**src/rtl/imem_boot_pkg.sv**
```systemverilog
// Shared state encoding and counter-width helper for the instruction memory boot loader.
package imem_boot_pkg;

    typedef enum logic [2:0] {
        ST_IDLE = 3'd0,
        ST_LOAD = 3'd1,
        ST_HOLD = 3'd2,
        ST_RUN  = 3'd3,
        ST_ERR  = 3'd4
    } boot_state_t;

    // Bits needed to hold the values 0..max_count inclusive.
    function automatic int unsigned cnt_width(input int unsigned max_count);
        return (max_count < 1) ? 1 : int'($clog2(max_count + 1));
    endfunction

endpackage

```
**src/rtl/boot_reset_stretch.sv**
```systemverilog
// Down-counter that keeps the core-reset stretch active for RESET_CYCLES cycles after a load pulse.
module boot_reset_stretch
    import imem_boot_pkg::*;
#(
    parameter int unsigned RESET_CYCLES = 2
) (
    input  logic i_clk,
    input  logic i_rst,
    input  logic i_load,
    output logic o_active
);

    localparam int unsigned CW = cnt_width(RESET_CYCLES);

    logic [CW-1:0] r_cnt;

    always_ff @(posedge i_clk or posedge i_rst) begin
        if (i_rst) begin
            r_cnt <= '0;
        end else if (i_load) begin
            r_cnt <= CW'(RESET_CYCLES);
        end else if (r_cnt != '0) begin
            r_cnt <= r_cnt - CW'(1);
        end
    end

    assign o_active = (r_cnt != '0);

endmodule

```
**src/rtl/imem_boot_loader.sv**
```systemverilog
// Streams instruction words into instruction memory from a latched base address and
// sequences the core reset around the load.
module imem_boot_loader
    import imem_boot_pkg::*;
#(
    parameter int unsigned DATA_W       = 16,
    parameter int unsigned ADDR_W       = 32,
    parameter int unsigned MAX_WORDS    = 1024,
    parameter int unsigned RESET_CYCLES = 2
) (
    input  logic                               i_clk,
    input  logic                               i_rst,
    input  logic                               i_start,
    input  logic [ADDR_W-1:0]                  i_base_addr,
    input  logic                               i_s_valid,
    input  logic [DATA_W-1:0]                  i_s_data,
    input  logic                               i_s_last,
    output logic                               o_s_ready,
    output logic                               o_mem_we,
    output logic [ADDR_W-1:0]                  o_mem_addr,
    output logic [DATA_W-1:0]                  o_mem_wdata,
    output logic                               o_cpu_reset,
    output logic                               o_busy,
    output logic                               o_done,
    output logic                               o_error,
    output logic [cnt_width(MAX_WORDS)-1:0]    o_word_count
);

    localparam int unsigned CNT_W = cnt_width(MAX_WORDS);

    boot_state_t       r_state;
    logic [ADDR_W-1:0] r_base;
    logic [CNT_W-1:0]  r_word_count;
    logic              r_mem_we;
    logic [ADDR_W-1:0] r_mem_addr;
    logic [DATA_W-1:0] r_mem_wdata;
    logic              r_cpu_reset;
    logic              r_busy;
    logic              r_done;
    logic              r_error;

    logic              w_hs;
    logic              w_stretch_load;
    logic              w_stretch_active;
    logic [CNT_W-1:0]  w_count_nxt;

    assign w_hs           = (r_state == ST_LOAD) && i_s_valid;
    assign w_stretch_load = w_hs && i_s_last;
    assign w_count_nxt    = r_word_count + CNT_W'(1);

    boot_reset_stretch #(
        .RESET_CYCLES (RESET_CYCLES)
    ) u_stretch (
        .i_clk    (i_clk),
        .i_rst    (i_rst),
        .i_load   (w_stretch_load),
        .o_active (w_stretch_active)
    );

    // Control FSM with registered write port and status flags.
    always_ff @(posedge i_clk or posedge i_rst) begin
        if (i_rst) begin
            r_state      <= ST_IDLE;
            r_base       <= '0;
            r_word_count <= '0;
            r_mem_we     <= 1'b0;
            r_mem_addr   <= '0;
            r_mem_wdata  <= '0;
            r_cpu_reset  <= 1'b1;
            r_busy       <= 1'b0;
            r_done       <= 1'b0;
            r_error      <= 1'b0;
        end else begin
            r_mem_we <= 1'b0;
            case (r_state)
                ST_IDLE, ST_RUN, ST_ERR: begin
                    if (i_start) begin
                        r_state      <= ST_LOAD;
                        r_base       <= i_base_addr;
                        r_word_count <= '0;
                        r_cpu_reset  <= 1'b1;
                        r_busy       <= 1'b1;
                        r_done       <= 1'b0;
                        r_error      <= 1'b0;
                    end
                end
                ST_LOAD: begin
                    if (w_hs) begin
                        r_mem_we     <= 1'b1;
                        r_mem_addr   <= r_base + ADDR_W'(r_word_count);
                        r_mem_wdata  <= i_s_data;
                        r_word_count <= w_count_nxt;
                        if (i_s_last) begin
                            r_state <= ST_HOLD;
                        end else if (w_count_nxt == CNT_W'(MAX_WORDS)) begin
                            r_state <= ST_ERR;
                            r_busy  <= 1'b0;
                            r_error <= 1'b1;
                        end
                    end
                end
                ST_HOLD: begin
                    // The stretch was loaded on the final-write edge, so it is active on entry.
                    if (!w_stretch_active) begin
                        r_state     <= ST_RUN;
                        r_cpu_reset <= 1'b0;
                        r_busy      <= 1'b0;
                        r_done      <= 1'b1;
                    end
                end
                default: begin
                    r_state <= ST_IDLE;
                end
            endcase
        end
    end

    assign o_s_ready    = (r_state == ST_LOAD);
    assign o_mem_we     = r_mem_we;
    assign o_mem_addr   = r_mem_addr;
    assign o_mem_wdata  = r_mem_wdata;
    assign o_cpu_reset  = r_cpu_reset;
    assign o_busy       = r_busy;
    assign o_done       = r_done;
    assign o_error      = r_error;
    assign o_word_count = r_word_count;

endmodule
```
**config.mk**
```make
export PLATFORM = sky130hd
export DESIGN_NAME = imem_boot_loader
export DESIGN_NICKNAME = d
export VERILOG_FILES = /design/src/rtl/imem_boot_pkg.sv /design/src/rtl/boot_reset_stretch.sv /design/src/rtl/imem_boot_loader.sv
export SDC_FILE = /design/constraint.sdc
export NUM_CORES = 1
export LEC_CHECK = 0
export ABC_AREA = 1
export CELL_PAD_IN_SITES_DETAIL_PLACEMENT = 1
export CELL_PAD_IN_SITES_GLOBAL_PLACEMENT = 1
export CORE_ASPECT_RATIO = 1.5
export CORE_MARGIN = 2
export CORE_UTILIZATION = 37
export DETAILED_ROUTE_END_ITERATION = 8
export PLACE_DENSITY_LB_ADDON = 0.1
export SYNTH_ARGS = -nofsm -noshare
export SYNTH_HDL_FRONTEND = slang
export SYNTH_SLANG_ARGS = --single-unit
export TNS_END_PERCENT = 30
```
**constraint.sdc**
```tcl
create_clock -name i_clk -period 4.4 [get_ports i_clk]
set_clock_uncertainty 0.1 [all_clocks]
set_input_delay 1.32 -clock i_clk [delete_from_list [all_inputs] [get_ports i_clk]]
set_output_delay 1.32 -clock i_clk [all_outputs]
set_load 0.03 [all_outputs]
```
Word-level counts from Yosys, hierarchy flattened
Index checks and enable logic that the tools add are counted.
{"block": "classes", "addsub": 3, "multipliers": 0, "div_mod_pow": 0, "n_lt_le_gt_ge": 0, "eq_ne": 11, "n_shift": 0, "mux": 27, "bitwise_logic": 0, "reduce_logical": 16}
{"cell": "32-bit by 11-bit adder with 32-bit output", "count": 1}
{"cell": "11-bit two-way mux", "count": 2}
{"cell": "11-bit one-hot mux with 2 select lines", "count": 1}
{"cell": "3-bit two-way mux", "count": 5}
{"cell": "1-bit two-way mux", "count": 12}
{"cell": "11-bit by 1-bit adder with 11-bit output, second input constant", "count": 1}
{"cell": "11-bit == test, second input constant", "count": 1}
{"cell": "3-bit one-hot mux with 3 select lines", "count": 1}
{"cell": "2-bit nonzero test", "count": 4}
{"cell": "3-bit by 2-bit == test with 1-bit output, second input constant", "count": 2}
{"cell": "2-bit inequality test, second input constant", "count": 3}
{"cell": "1-bit one-hot mux with 2 select lines", "count": 3}
{"cell": "3-bit AND reduction", "count": 2}
{"cell": "6-bit AND reduction", "count": 1}
{"cell": "5-bit AND reduction", "count": 1}
{"cell": "2-bit two-way mux", "count": 2}
{"cell": "2-bit by 1-bit inequality test with 1-bit output, second input constant", "count": 2}
{"cell": "2-bit AND reduction", "count": 2}
{"cell": "4-bit AND reduction", "count": 1}
{"cell": "3-bit by 1-bit == test with 1-bit output, second input constant", "count": 1}
{"cell": "3-bit == test, second input constant", "count": 1}
{"cell": "3-bit zero test", "count": 1}
{"cell": "3-bit by 2-bit inequality test with 1-bit output, second input constant", "count": 1}
{"cell": "1-bit one-hot mux with 3 select lines", "count": 1}
{"cell": "other kinds (4)", "count": 5}
{"block": "word_totals", "register_bits": 101, "latchBits": 0, "ramBits": 0, "romBits": 0, "inputBits": 53, "out_inout_bits": 65, "n_memories": 0}

Logic depth before layout (Yosys ltp)
Gate-level depths: netlist of the first run.
{"block": "depth", "ltp_word": 6, "mapped_depth": 16}

Modules after synthesis
A second synthesis of the first run with hierarchy kept.
{"block": "hier_totals", "hier_cells": 709, "area_unflattened_um2": 5401.4}
{"module": "imem_boot_loader", "n_inst": 1, "cells_each": 694, "area_per_inst_um2": 5275.1, "seq_area_each_um2": 2478.6}
{"module": "boot_reset_stretch", "n_inst": 1, "cells_each": 15, "area_per_inst_um2": 126.4, "seq_area_each_um2": 50.0}

Worst setup path before layout of the first run
OpenSTA, ideal clock, no wires.
{"block": "synth_path", "kind": "reg2reg", "start": "register r_word_count[0], in the netlist o_word_count[0]", "end": "register r_mem_addr[30], in the netlist o_mem_addr[30]", "arrival_ns": 2.069, "slack_ns": 2.115, "path_stages_with_launch": 16, "path_cell_list": "dfrtp_1 ha_1 inv_1 fa_1 inv_1 nand2_1 o21ai_2 nand2_1 nand2_1 nand3_1 nand2_1 nand2_1 nand2_1 nand2_1 nand2_1 nand2_1"}
{"block": "synth_between", "elab_chain_len": 1}
{"element": "start, declared", "line": "imem_boot_loader.sv:33", "text": "logic [CNT_W-1:0] r_word_count;"}
{"element": "start signal, assigned", "line": "imem_boot_loader.sv:92", "text": "r_word_count <= w_count_nxt;"}
{"element": "32-bit by 11-bit adder with 32-bit output", "line": "imem_boot_loader.sv:90", "text": "r_mem_addr <= r_base + ADDR_W'(r_word_count);"}
{"element": "end signal, assigned", "line": "imem_boot_loader.sv:90"}
{"element": "end, declared", "line": "imem_boot_loader.sv:35", "text": "logic [ADDR_W-1:0] r_mem_addr;"}
Every way passes these cells.
A chain may end at the register's enable or synchronous reset.

Worst setup path in the final report of the first run
{"block": "layout_path", "start": "register r_state[1]", "end": "output port o_s_ready"}
{"block": "layout_between", "elab_chain_len": 1}
{"element": "start, declared", "line": "imem_boot_loader.sv:31", "text": "boot_state_t r_state;"}
{"element": "start signal, assigned", "line": "imem_boot_loader.sv:63", "text": "r_state <= ST_IDLE;"}
{"element": "start signal, assigned", "line": "imem_boot_loader.sv:78", "text": "r_state <= ST_LOAD;"}
{"element": "start signal, assigned", "line": "imem_boot_loader.sv:94", "text": "r_state <= ST_HOLD;"}
{"element": "3-bit by 1-bit == test with 1-bit output", "line": "imem_boot_loader.sv:118", "text": "assign o_s_ready = (r_state == ST_LOAD);"}
{"element": "end, declared", "line": "imem_boot_loader.sv:18", "text": "output logic o_s_ready,"}
Every way passes these cells.

==> run summary, run 1 <==
area share of the largest cell type after synthesis -> 46.2%
Max clock buf depth -> 2
clock sink total -> 101
worst vdd ir -> 285 uV
Slew Limit Headroom -> 35.7%
Synth Flop Type -> dfrtp_1
max-slew violations -> 0
Total GRT Usage -> 22.7%
Synth area leader -> dfrtp_1
number of H-tree levels -> 3
Final Hold Vio Count -> 0
Area growth syn-to-layout -> 30.5%
Post-CTS Setup Bufs -> 0
post-synth cell types -> 39
Seq. cell area -> 0.00253 sq mm
leading cell type in the layout, fill and taps excluded -> nand2_1
1st-pass router iterations -> 4
total CTS buffers -> 9
Max FO, Critical Path -> 5
YS warnings -> 0
post-route clock period utilization -> 73.6%
crit end category -> output port
Vias/cell -> 4.87
multiplexer share of the synthesized area -> 0%
Async S/R FF share, synth -> 100%
layout cells sized above 1 -> 5.95%
leakage -> 0.00336 uW
Detail Route Antenna Nets -> 0
fmax -> 309 MHz
Worst Hold Path EP -> o_cpu_reset
Post-Syn Nets -> 788
largest family of logic cells by synthesized area -> simple AND/OR/NAND/NOR gates
simple-gate share of the synthesized area -> 32.4%
complex-gate fraction of the synthesized area -> 8.06%
Nets -> 902
synthesized cell area -> 0.00542 sq mm
wire length per cell -> 16.2 microns
Hold WC Path Type -> reg2reg
Setup TNS -> 0 ps
number of synthesized flops with an enable pin -> 0
Fill cells -> 1828
area of the multi-input gates -> 0.00248 sq mm
worst-skew pair later-pin latency -> 350 ps
worst-path cell chain -> inv_1, nand2_1, nor2_4, clkdlybuf4s50_1
Iter 0 DRT Violations -> 154
Port-buffer cells -> 117
Core Box Area -> 0.0145 sq mm
Seq/Total Area, Yosys -> 46.7%
CTS root buf -> clkbuf_16
antenna violations before repair -> 0
required time worst endpoint -> 2980 ps
Overflow after GRT -> 0
Yosys reg bits -> 101
commonest non-fill, non-tap cells in the layout -> 292 x nand2_1, 117 x clkdlybuf4s50_1, 100 x dfrtp_1
CTS tree -> yes
min cycle time layout -> 3240 ps
Post-Synthesis Cells -> 721
FF-to-FF setup slack -> 1810 ps
die area -> 0.0156 sq mm
Pwr per Cell Area -> 680 mW/mm^2
Post-Syn Area per Cell -> 7.51 sq um
crit path DAT -> 1820 ps
RR Startpoint -> o_word_count[0]
Final GP Congestion -> 0.889
XOR/XNOR Fraction of Synth Area -> 1.94%
num rows -> 54
slowest CP cell -> clkdlybuf4s50_1
cells on worst reg2reg path -> 13
Die W -> 103 microns
Vias -> 5050
ANT cells -> 0
Hold Path Cell Cnt -> 2
FF-to-FF End -> o_mem_addr[22]
Die Span Y -> 152 microns
detailed-route wire length -> 16700 microns
Clock transition at path regs -> 70 ps
final core utilization -> 48.9%
DP HPWL -> 12700 microns
DRC -> 0
max-cap viol count -> 0
hold path startpoint -> o_cpu_reset
RSZ-0062 raised after global routing -> false
largest net degree at the start of global routing -> 90
CP max stage delay -> 710 ps
Critical Path Start Type -> register
Post-CTS Hold Buffers -> 0
WS Path Type -> reg2out
number of global-route vias before repair -> 5390
I/O Pins -> 118
first-pass GRT wire length -> 27400 microns
Synth Area in Adders -> 3.37%
initial core utilization -> 37.5%
status -> finished, final reports clean
Synth area leaders -> dfrtp_1 46%, nand2_1 20%, inv_1 5.3%
# setup viols final -> 0
worst-margin pin slew -> 963 ps
post-CTS sizing -> 0
power by group:
| part | total (uW) | internal [uW] | switching (uW) |
|---|---|---|---|
| clock | 798 | 410 | 388 |
| sequential | 1650 | 1330 | 320 |
| combinational | 2360 | 850 | 1510 |
| total | 4810 | 2590 | 2220 |
per-layer routing:
metal | vias to the layer above | global-route usage [%] | part of all wire (%)
met2 | 82 | 42.2 | 56
li1 | 2494 | - | -
met1 | 2452 | 25.9 | 39
met5 | - | 0 | 0
met3 | 22 | 3.39 | 2.5
met4 | 0 | 7.21 | 2.5
flip-flops by register name, indices dropped and copies added, names as in the netlist, 2 cells and up:
signal,count
r_base,32
o_mem_addr,32
o_word_count,11
r_state,3
u_stretch.r_cnt,2
o_mem_wdata,16
synthesized netlist by cell type, drive strengths merged (4+ instances only):
cell,number
o21ai,49
xor2,8
nand2,297
nor3,8
nand4,6
dfrtp,100
xnor2,4
buf,17
nor2,50
ha,13
a21oi,12
o22ai,7
inv,82
nand3,44
a31oi,8
metrics by stage:
stage	setup WS, ps	hold slack [ps]	cell area [sq um]	power (uW)	cells
after floorplan	335	346	5420	3120	721
after global placement	1360	357	6780	3960	1020
final	1160	374	7070	4810	1036
after global routing	1060	390	7070	5190	1036
after detailed placement	1270	366	6780	4060	1020
after CTS	1130	383	7070	4880	1036
worst max-delay path: cells and delay by family (launching register included):
family	cells	cell delay, ps
buffers and inverters	2	800
DFF	1	380
and+or+nand+nor	2	280
how the worst max path moves through the flow:
stage / from / to / slack, ps / cells after the start
floorplan: i_rst / o_busy / 330 / 1
global placement: i_s_valid / o_mem_addr[11] / 1360 / 5
detailed placement: i_s_valid / o_mem_addr[4] / 1270 / 5
CTS: r_state[1] / o_s_ready / 1130 / 4
global route: r_state[1] / o_s_ready / 1060 / 4
finish: r_state[1] / o_s_ready / 1160 / 4
layout make-up:
type / count / area share (%)
Sequential cell: 101 / 35.8
Clock buffer: 10 / 3.38
Tap cell: 196 / 3.47
Multi-Input combinational cell: 520 / 35.0
Clock inverter: 6 / 0.779
Timing Repair Buffer: 121 / 17.2
Inverter: 82 / 4.39
kinds of logic (layout without fill, tap and decap cells):
family	count (synthesis)	in the layout
buf+inv	100	219
compound gates	80	80
fa+ha+maj	14	14
flops	101	101
xor+xnor	12	12
simple gates	414	414
Power figures use the tool's default switching activity.
==> run 2, diff against run 1 <==
CORE_UTILIZATION = 33   (was 37)
clock period = 2.9 ns   (was 4.4 ns; I/O delays follow)
==> run 2 against run 1 <==
Effect of this change: first-iteration DRC count increased by 36%; critical path type unchanged; sequential share of layout area decreased by 0.22 points; combinational power up 55%; cell count grew 1.3%; largest power group unchanged; critical endpoint unchanged.
==> run summary, run 2 (synthesis gave the netlist of run 1 again) <==
status -> finished, final reports clean (unchanged)
Clock transition at path regs -> 80 ps (was 70 ps)
Hold Path Cell Cnt -> 2 (unchanged)
Total GRT Usage -> 20.6% (was 22.7%)
Worst Path Buf+Inv -> 2 (unchanged)
Max FO, Critical Path -> 5 (unchanged)
wire length per cell -> 16.3 microns (was 16.2 microns)
FF-to-FF End -> o_mem_addr[28] (was o_mem_addr[22])
Slew Limit Headroom -> 34.0% (was 35.7%)
leading cell type in the layout, fill and taps excluded -> nand2_1 (unchanged)
DP Area -> 0.00684 sq mm (was 0.00678 sq mm)
worst-path cell chain -> inv_1, nand2_1, nor2_4, clkdlybuf4s50_1 (unchanged)
RSZ-0062 raised after global routing -> false (unchanged)
CP max stage delay -> 700 ps (was 710 ps)
antenna violations before repair -> 0 (unchanged)
Post-CTS Setup Bufs -> 0 (unchanged)
number of global-route vias before repair -> 5501 (was 5390)
first-pass GRT wire length -> 28000 microns (was 27400 microns)
Setup TNS -> 0 ps (unchanged)
largest net degree at the start of global routing -> 57 (was 90)
post-layout instance area -> 0.00711 sq mm (was 0.00707 sq mm)
I/O Pins -> 118 (unchanged)
cells on worst reg2reg path -> 14 (was 13)
Pwr per Cell Area -> 1030 mW/mm^2 (was 680 mW/mm^2)
total CTS buffers -> 9 (unchanged)
slowest CP cell -> clkdlybuf4s50_1 (unchanged)
hold_ws -> 370 ps (was 374 ps)
Critical Path Start Type -> register (unchanged)
Final GP Congestion -> 0.857 (was 0.889)
WS Path Type -> reg2out (unchanged)
Die Span Y -> 161 microns (was 152 microns)
Hold WC Path Type -> reg2reg (unchanged)
Max clock buf depth -> 2 (unchanged)
num rows -> 57 (was 54)
die area -> 0.0175 sq mm (was 0.0156 sq mm)
detailed-route wire length -> 17100 microns (was 16700 microns)
worst-skew pair later-pin latency -> 340 ps (was 350 ps)
Worst Hold Path EP -> o_cpu_reset (unchanged)
CP Depth -> 4 (unchanged)
Detail Route Antenna Nets -> 0 (unchanged)
Final Hold Vio Count -> 0 (unchanged)
ANT cells -> 0 (unchanged)
Iter 0 DRT Violations -> 210 (was 154)
1st-pass router iterations -> 4 (unchanged)
Overflow after GRT -> 0 (unchanged)
worst vdd ir -> 415 uV (was 285 uV)
Fill cells -> 2019 (was 1828)
layout cells sized above 1 -> 6.17% (was 5.95%)
Vias/cell -> 4.81 (was 4.87)
post-route clock period utilization -> 96.0%
# setup viols final -> 0 (unchanged)
worst-margin pin slew -> 989 ps (was 963 ps)
crit path DAT -> 1810 ps (was 1820 ps)
required time worst endpoint -> 1930 ps (was 2980 ps)
Vias -> 5043 (was 5050)
leakage -> 0.00337 uW (was 0.00336 uW)
hold path startpoint -> o_cpu_reset (unchanged)
Port-buffer cells -> 117 (unchanged)
Nets -> 905 (was 902)
crit end category -> output port (unchanged)
min cycle time layout -> 2780 ps
CTS root buf -> clkbuf_16 (unchanged)
post-CTS sizing -> 0 (unchanged)
CP top delay family -> buffers and inverters (unchanged)
commonest non-fill, non-tap cells in the layout -> 292 x nand2_1, 117 x clkdlybuf4s50_1, 100 x dfrtp_1 (unchanged)
Die W -> 109 microns (was 103 microns)
clock sink total -> 101 (unchanged)
RR Startpoint -> o_word_count[1] (was o_word_count[0])
FF-to-FF setup slack -> 460 ps (was 1810 ps)
initial core utilization -> 33.6% (was 37.5%)
fmax -> 359 MHz
CTS tree -> yes (unchanged)
dpl ws -> 197 ps (was 1270 ps)
number of H-tree levels -> 3 (unchanged)
DP HPWL -> 13400 microns (was 12700 microns)
Core Box Area -> 0.0161 sq mm (was 0.0145 sq mm)
max-slew violations -> 0 (unchanged)
Post-CTS Hold Buffers -> 0 (unchanged)
setup ws final -> 117 ps (was 1160 ps)
max-cap viol count -> 0 (unchanged)
Area growth syn-to-layout -> 31.4% (was 30.5%)
DRC -> 0 (unchanged)
[run 2: cell types whose count changed in the layout (fill, tap and decap cells not counted), sizes merged]
cell      delta
buf          +3
clkinv       -1
clkinvlp     +2
inv          -1
[run 2: metal layers]
metal  vias up  share of wire, %  global-route usage, %
li1       2497                 -                      -
met1      2451                39                   22.8
met2        76                57                   39.8
met3        19               2.1                   2.39
met4         0               2.1                   6.06
met5         -                 0                      0
[run 2: power by group]
| part | leakage, uW | internal [uW] | switching, uW |
|---|---|---|---|
| Sequential | 0.00126 | 2020 | 466 |
| Clock | 0.000127 | 592 | 578 |
| Combinational | 0.00198 | 1340 | 2310 |
[run 2: area by class of cell]
| cell class | instances | area [sq um] | share of cell area [%] |
|---|---|---|---|
| clock buffers | 10 | 229 | 3.22 |
| clock inverters | 6 | 47.5 | 0.668 |
| repair buffers | 124 | 1260 | 17.7 |
| well taps | 206 | 258 | 3.62 |
| flip-flops and latches | 101 | 2530 | 35.5 |
| multi-input cells | 520 | 2480 | 34.8 |
| inverters | 82 | 312 | 4.38 |
[run 2: worst max path at each step]
stage / startpoint / end / slack, ps
6_report: r_state[1] / o_s_ready / 120
5_1_grt: r_state[1] / o_s_ready / 20
4_1_cts: r_state[1] / o_s_ready / 90
3_5_place_dp: i_s_valid / o_mem_addr[3] / 200
3_3_place_gp: i_s_valid / o_mem_addr[11] / 230
2_1_floorplan: o_word_count[0] / o_mem_addr[30] / 610
[run 2: worst register-to-register path, stage by stage, from the launching register on]
cell	delay [ps]
dfrtp_1	450
inv_1	110
fa_1	430
inv_1	80
nand2_1	80
o21ai_2	230
nand2_1	80
nand2_1	150
nand2_1	90
nand2_1	220
nand2_1	90
nand2_1	60
nand2_1	60
nand2_1	60
nand2_1	60
[run 2: per-stage QoR]
step                      total power (uW)  util [%]  instances
final                                 7310      44.1       1049
after global placement                6130      42.4       1033
after CTS                             7440      44.1       1049
after floorplan                       4730         -        721
after detailed placement              6250      42.4       1033
after global routing                  7880      44.1       1049
==> run 3, diff against run 2 <==
CORE_UTILIZATION = 37   (was 33)
CTS_BUF_LIST = sky130_fd_sc_hd__clkbuf_16   (was not set)
clock period = 2.8 ns   (was 2.9 ns; I/O delays follow)
==> run 3 against run 2 <==
Effect of this change: global-route usage up 2.7 points; setup slack better by 120 ps; clock power up 4%; via count up 2.6%; register-to-register slack worse by 160 ps; combinational power up 4%; core utilization up 5.1 points; critical path type unchanged; design area up 0.14%; die area down 10%; total power up 3.9%; routed wire length up 0.51%.
==> run summary, run 3 (synthesis gave the netlist of run 1 again) <==
number of global-route vias before repair -> 5637 (was 5501)
leading cell type in the layout, fill and taps excluded -> nand2_1 (unchanged)
ANT cells -> 0 (unchanged)
Core Box Area -> 0.0145 sq mm (was 0.0161 sq mm)
dpl ws -> 162 ps (was 197 ps)
Max clock buf depth -> 2 (unchanged)
Area growth syn-to-layout -> 31.5% (was 31.4%)
Vias/cell -> 4.97 (was 4.81)
Crit. Startpoint -> o_word_count[3] (was r_state[1])
crit end category -> output port (unchanged)
max-slew violations -> 0 (unchanged)
total CTS buffers -> 9 (unchanged)
initial core utilization -> 37.5% (was 33.6%)
num rows -> 54 (was 57)
worst-margin pin slew -> 929 ps (was 989 ps)
cells on worst reg2reg path -> 14 (unchanged)
min cycle time layout -> 2560 ps
CTS root buf -> clkbuf_16 (unchanged)
RR Startpoint -> o_word_count[1] (unchanged)
CTS tree -> yes (unchanged)
Setup TNS -> 0 ps (unchanged)
Hold Path Cell Cnt -> 2 (unchanged)
area of the multi-input gates -> 0.00248 sq mm (unchanged)
Die Span Y -> 152 microns (was 161 microns)
Post-CTS Setup Bufs -> 0 (unchanged)
Total GRT Usage -> 23.3% (was 20.6%)
Overflow after GRT -> 0 (unchanged)
Final GP Congestion -> 0.911 (was 0.857)
CP max stage delay -> 740 ps (was 700 ps)
routed length on met2 -> 9490 microns (was 9680 microns)
Port-buffer cells -> 117 (unchanged)
Hold WC Path Type -> reg2reg (unchanged)
Fill cells -> 1826 (was 2019)
DRC -> 0 (unchanged)
Worst Path Buf+Inv -> 1 (was 2)
worst-skew pair later-pin latency -> 350 ps (was 340 ps)
setup ws final -> 241 ps (was 117 ps)
DP Area -> 0.00684 sq mm (about the same)
Max FO, Critical Path -> 6 (was 5)
1st-pass router iterations -> 4 (unchanged)
required time worst endpoint -> 1860 ps (was 1930 ps)
top sig layer -> met4 (unchanged)
Nets -> 907 (was 905)
detailed-route wire length -> 17200 microns (was 17100 microns)
worst vdd ir -> 423 uV (was 415 uV)
Die W -> 103 microns (was 109 microns)
Worst Hold Path EP -> o_cpu_reset (unchanged)
DP HPWL -> 13500 microns (was 13400 microns)
slowest CP cell -> clkdlybuf4s50_1 (unchanged)
# setup viols final -> 0 (unchanged)
Clock transition at path regs -> 80 ps (about the same)
FF-to-FF setup slack -> 300 ps (was 460 ps)
commonest non-fill, non-tap cells in the layout -> 292 x nand2_1, 116 x clkdlybuf4s50_1, 100 x dfrtp_1 (was 292 x nand2_1, 117 x clkdlybuf4s50_1, 100 x dfrtp_1)
wire length per cell -> 16.5 microns (was 16.3 microns)
crit path DAT -> 1620 ps (was 1810 ps)
WL met1 -> 6830 microns (was 6720 microns)
max-cap viol count -> 0 (unchanged)
Iter 0 DRT Violations -> 210 (unchanged)
number of H-tree levels -> 3 (unchanged)
Slew Limit Headroom -> 38.0% (was 34.0%)
Final Hold Vio Count -> 0 (unchanged)
die area -> 0.0156 sq mm (was 0.0175 sq mm)
RSZ-0062 raised after global routing -> false (unchanged)
antenna violations before repair -> 0 (unchanged)
leakage -> 0.00339 uW (was 0.00337 uW)
Power Total -> 7600 uW (was 7310 uW)
post-route clock period utilization -> 91.4%
clock sink total -> 101 (unchanged)
first-pass GRT wire length -> 28400 microns (was 28000 microns)
status -> finished, final reports clean (unchanged)
largest net degree at the start of global routing -> 57 (unchanged)
Seq. cell area -> 0.00253 sq mm (unchanged)
hold path startpoint -> o_cpu_reset (unchanged)
worst-path cell chain -> clkdlybuf4s50_1 (was inv_1, nand2_1, nor2_4, clkdlybuf4s50_1)
WS Path Type -> reg2out (unchanged)
post-layout instance area -> 0.00712 sq mm (was 0.00711 sq mm)
Vias -> 5173 (was 5043)
I/O Pins -> 118 (unchanged)
Detail Route Antenna Nets -> 0 (unchanged)
CP top delay family -> buffers and inverters (unchanged)
Pwr per Cell Area -> 1070 mW/mm^2 (was 1030 mW/mm^2)
Critical Path Start Type -> register (unchanged)
met3 WL -> 396 microns (was 362 microns)
fmax -> 391 MHz
FF-to-FF End -> o_mem_addr[26] (was o_mem_addr[28])
layout cells sized above 1 -> 6.39% (was 6.17%)
[run 3: worst reg2reg max path, cell delays in order (launching register included)]
cell	delay (ps)
dfrtp_1	460
inv_1	110
fa_1	420
inv_1	70
nand2_1	80
o21ai_2	230
nand2_1	80
nand2_1	150
nand2_1	80
nand2_1	150
nand2_1	100
nand3_1	90
nand2_1	120
nand2_1	80
nand2_1	60
[run 3: power breakdown]
part	switching [uW]	leakage, uW	internal [uW]
Combinational	2430	0.00200	1390
Sequential	467	0.00126	2090
Clock	603	0.000132	615
Total	3500	0.00339	4100
[run 3: worst max-delay path by stage]
| stage | slack, ps | cells past startpoint | endpoint |
|---|---|---|---|
| CTS | 40 | 4 | o_s_ready |
| floorplan | 510 | 15 | o_mem_addr[30] |
| global route | 100 | 15 | o_mem_addr[26] |
| finish | 240 | 1 | o_word_count[3] |
| detailed placement | 160 | 5 | o_word_count[2] |
| global placement | 230 | 5 | o_mem_addr[7] |
[run 3: stage by stage]
step / std cells / util [%] / hold slack, ps
final: 1041 / 49.3 / 372
after floorplan: 721 / - / 346
after CTS: 1041 / 49.2 / 379
after global placement: 1025 / 47.3 / 356
after detailed placement: 1025 / 47.3 / 363
after global routing: 1041 / 49.3 / 410
[run 3: repair_timing]
item	CTS	global route
gates resized for setup	0	1
setup endpoints to repair	0	1
hold buffers	0	0
[run 3: final cells by class]
cell class | instances | share of cell area [%]
clock buffers | 9 | 3.16
clock inverters | 7 | 0.790
inverters | 82 | 4.37
multi-input cells | 520 | 34.8
flip-flops and latches | 101 | 35.5
well taps | 196 | 3.44
repair buffers | 126 | 18.0
[run 3: layer usage]
metal  global-route usage, %  vias to the layer above
li1                        -                     2503
met1                    26.6                     2554
met2                    43.1                       90
met3                    2.66                       26
met4                    8.58                        0
met5                       0                        -
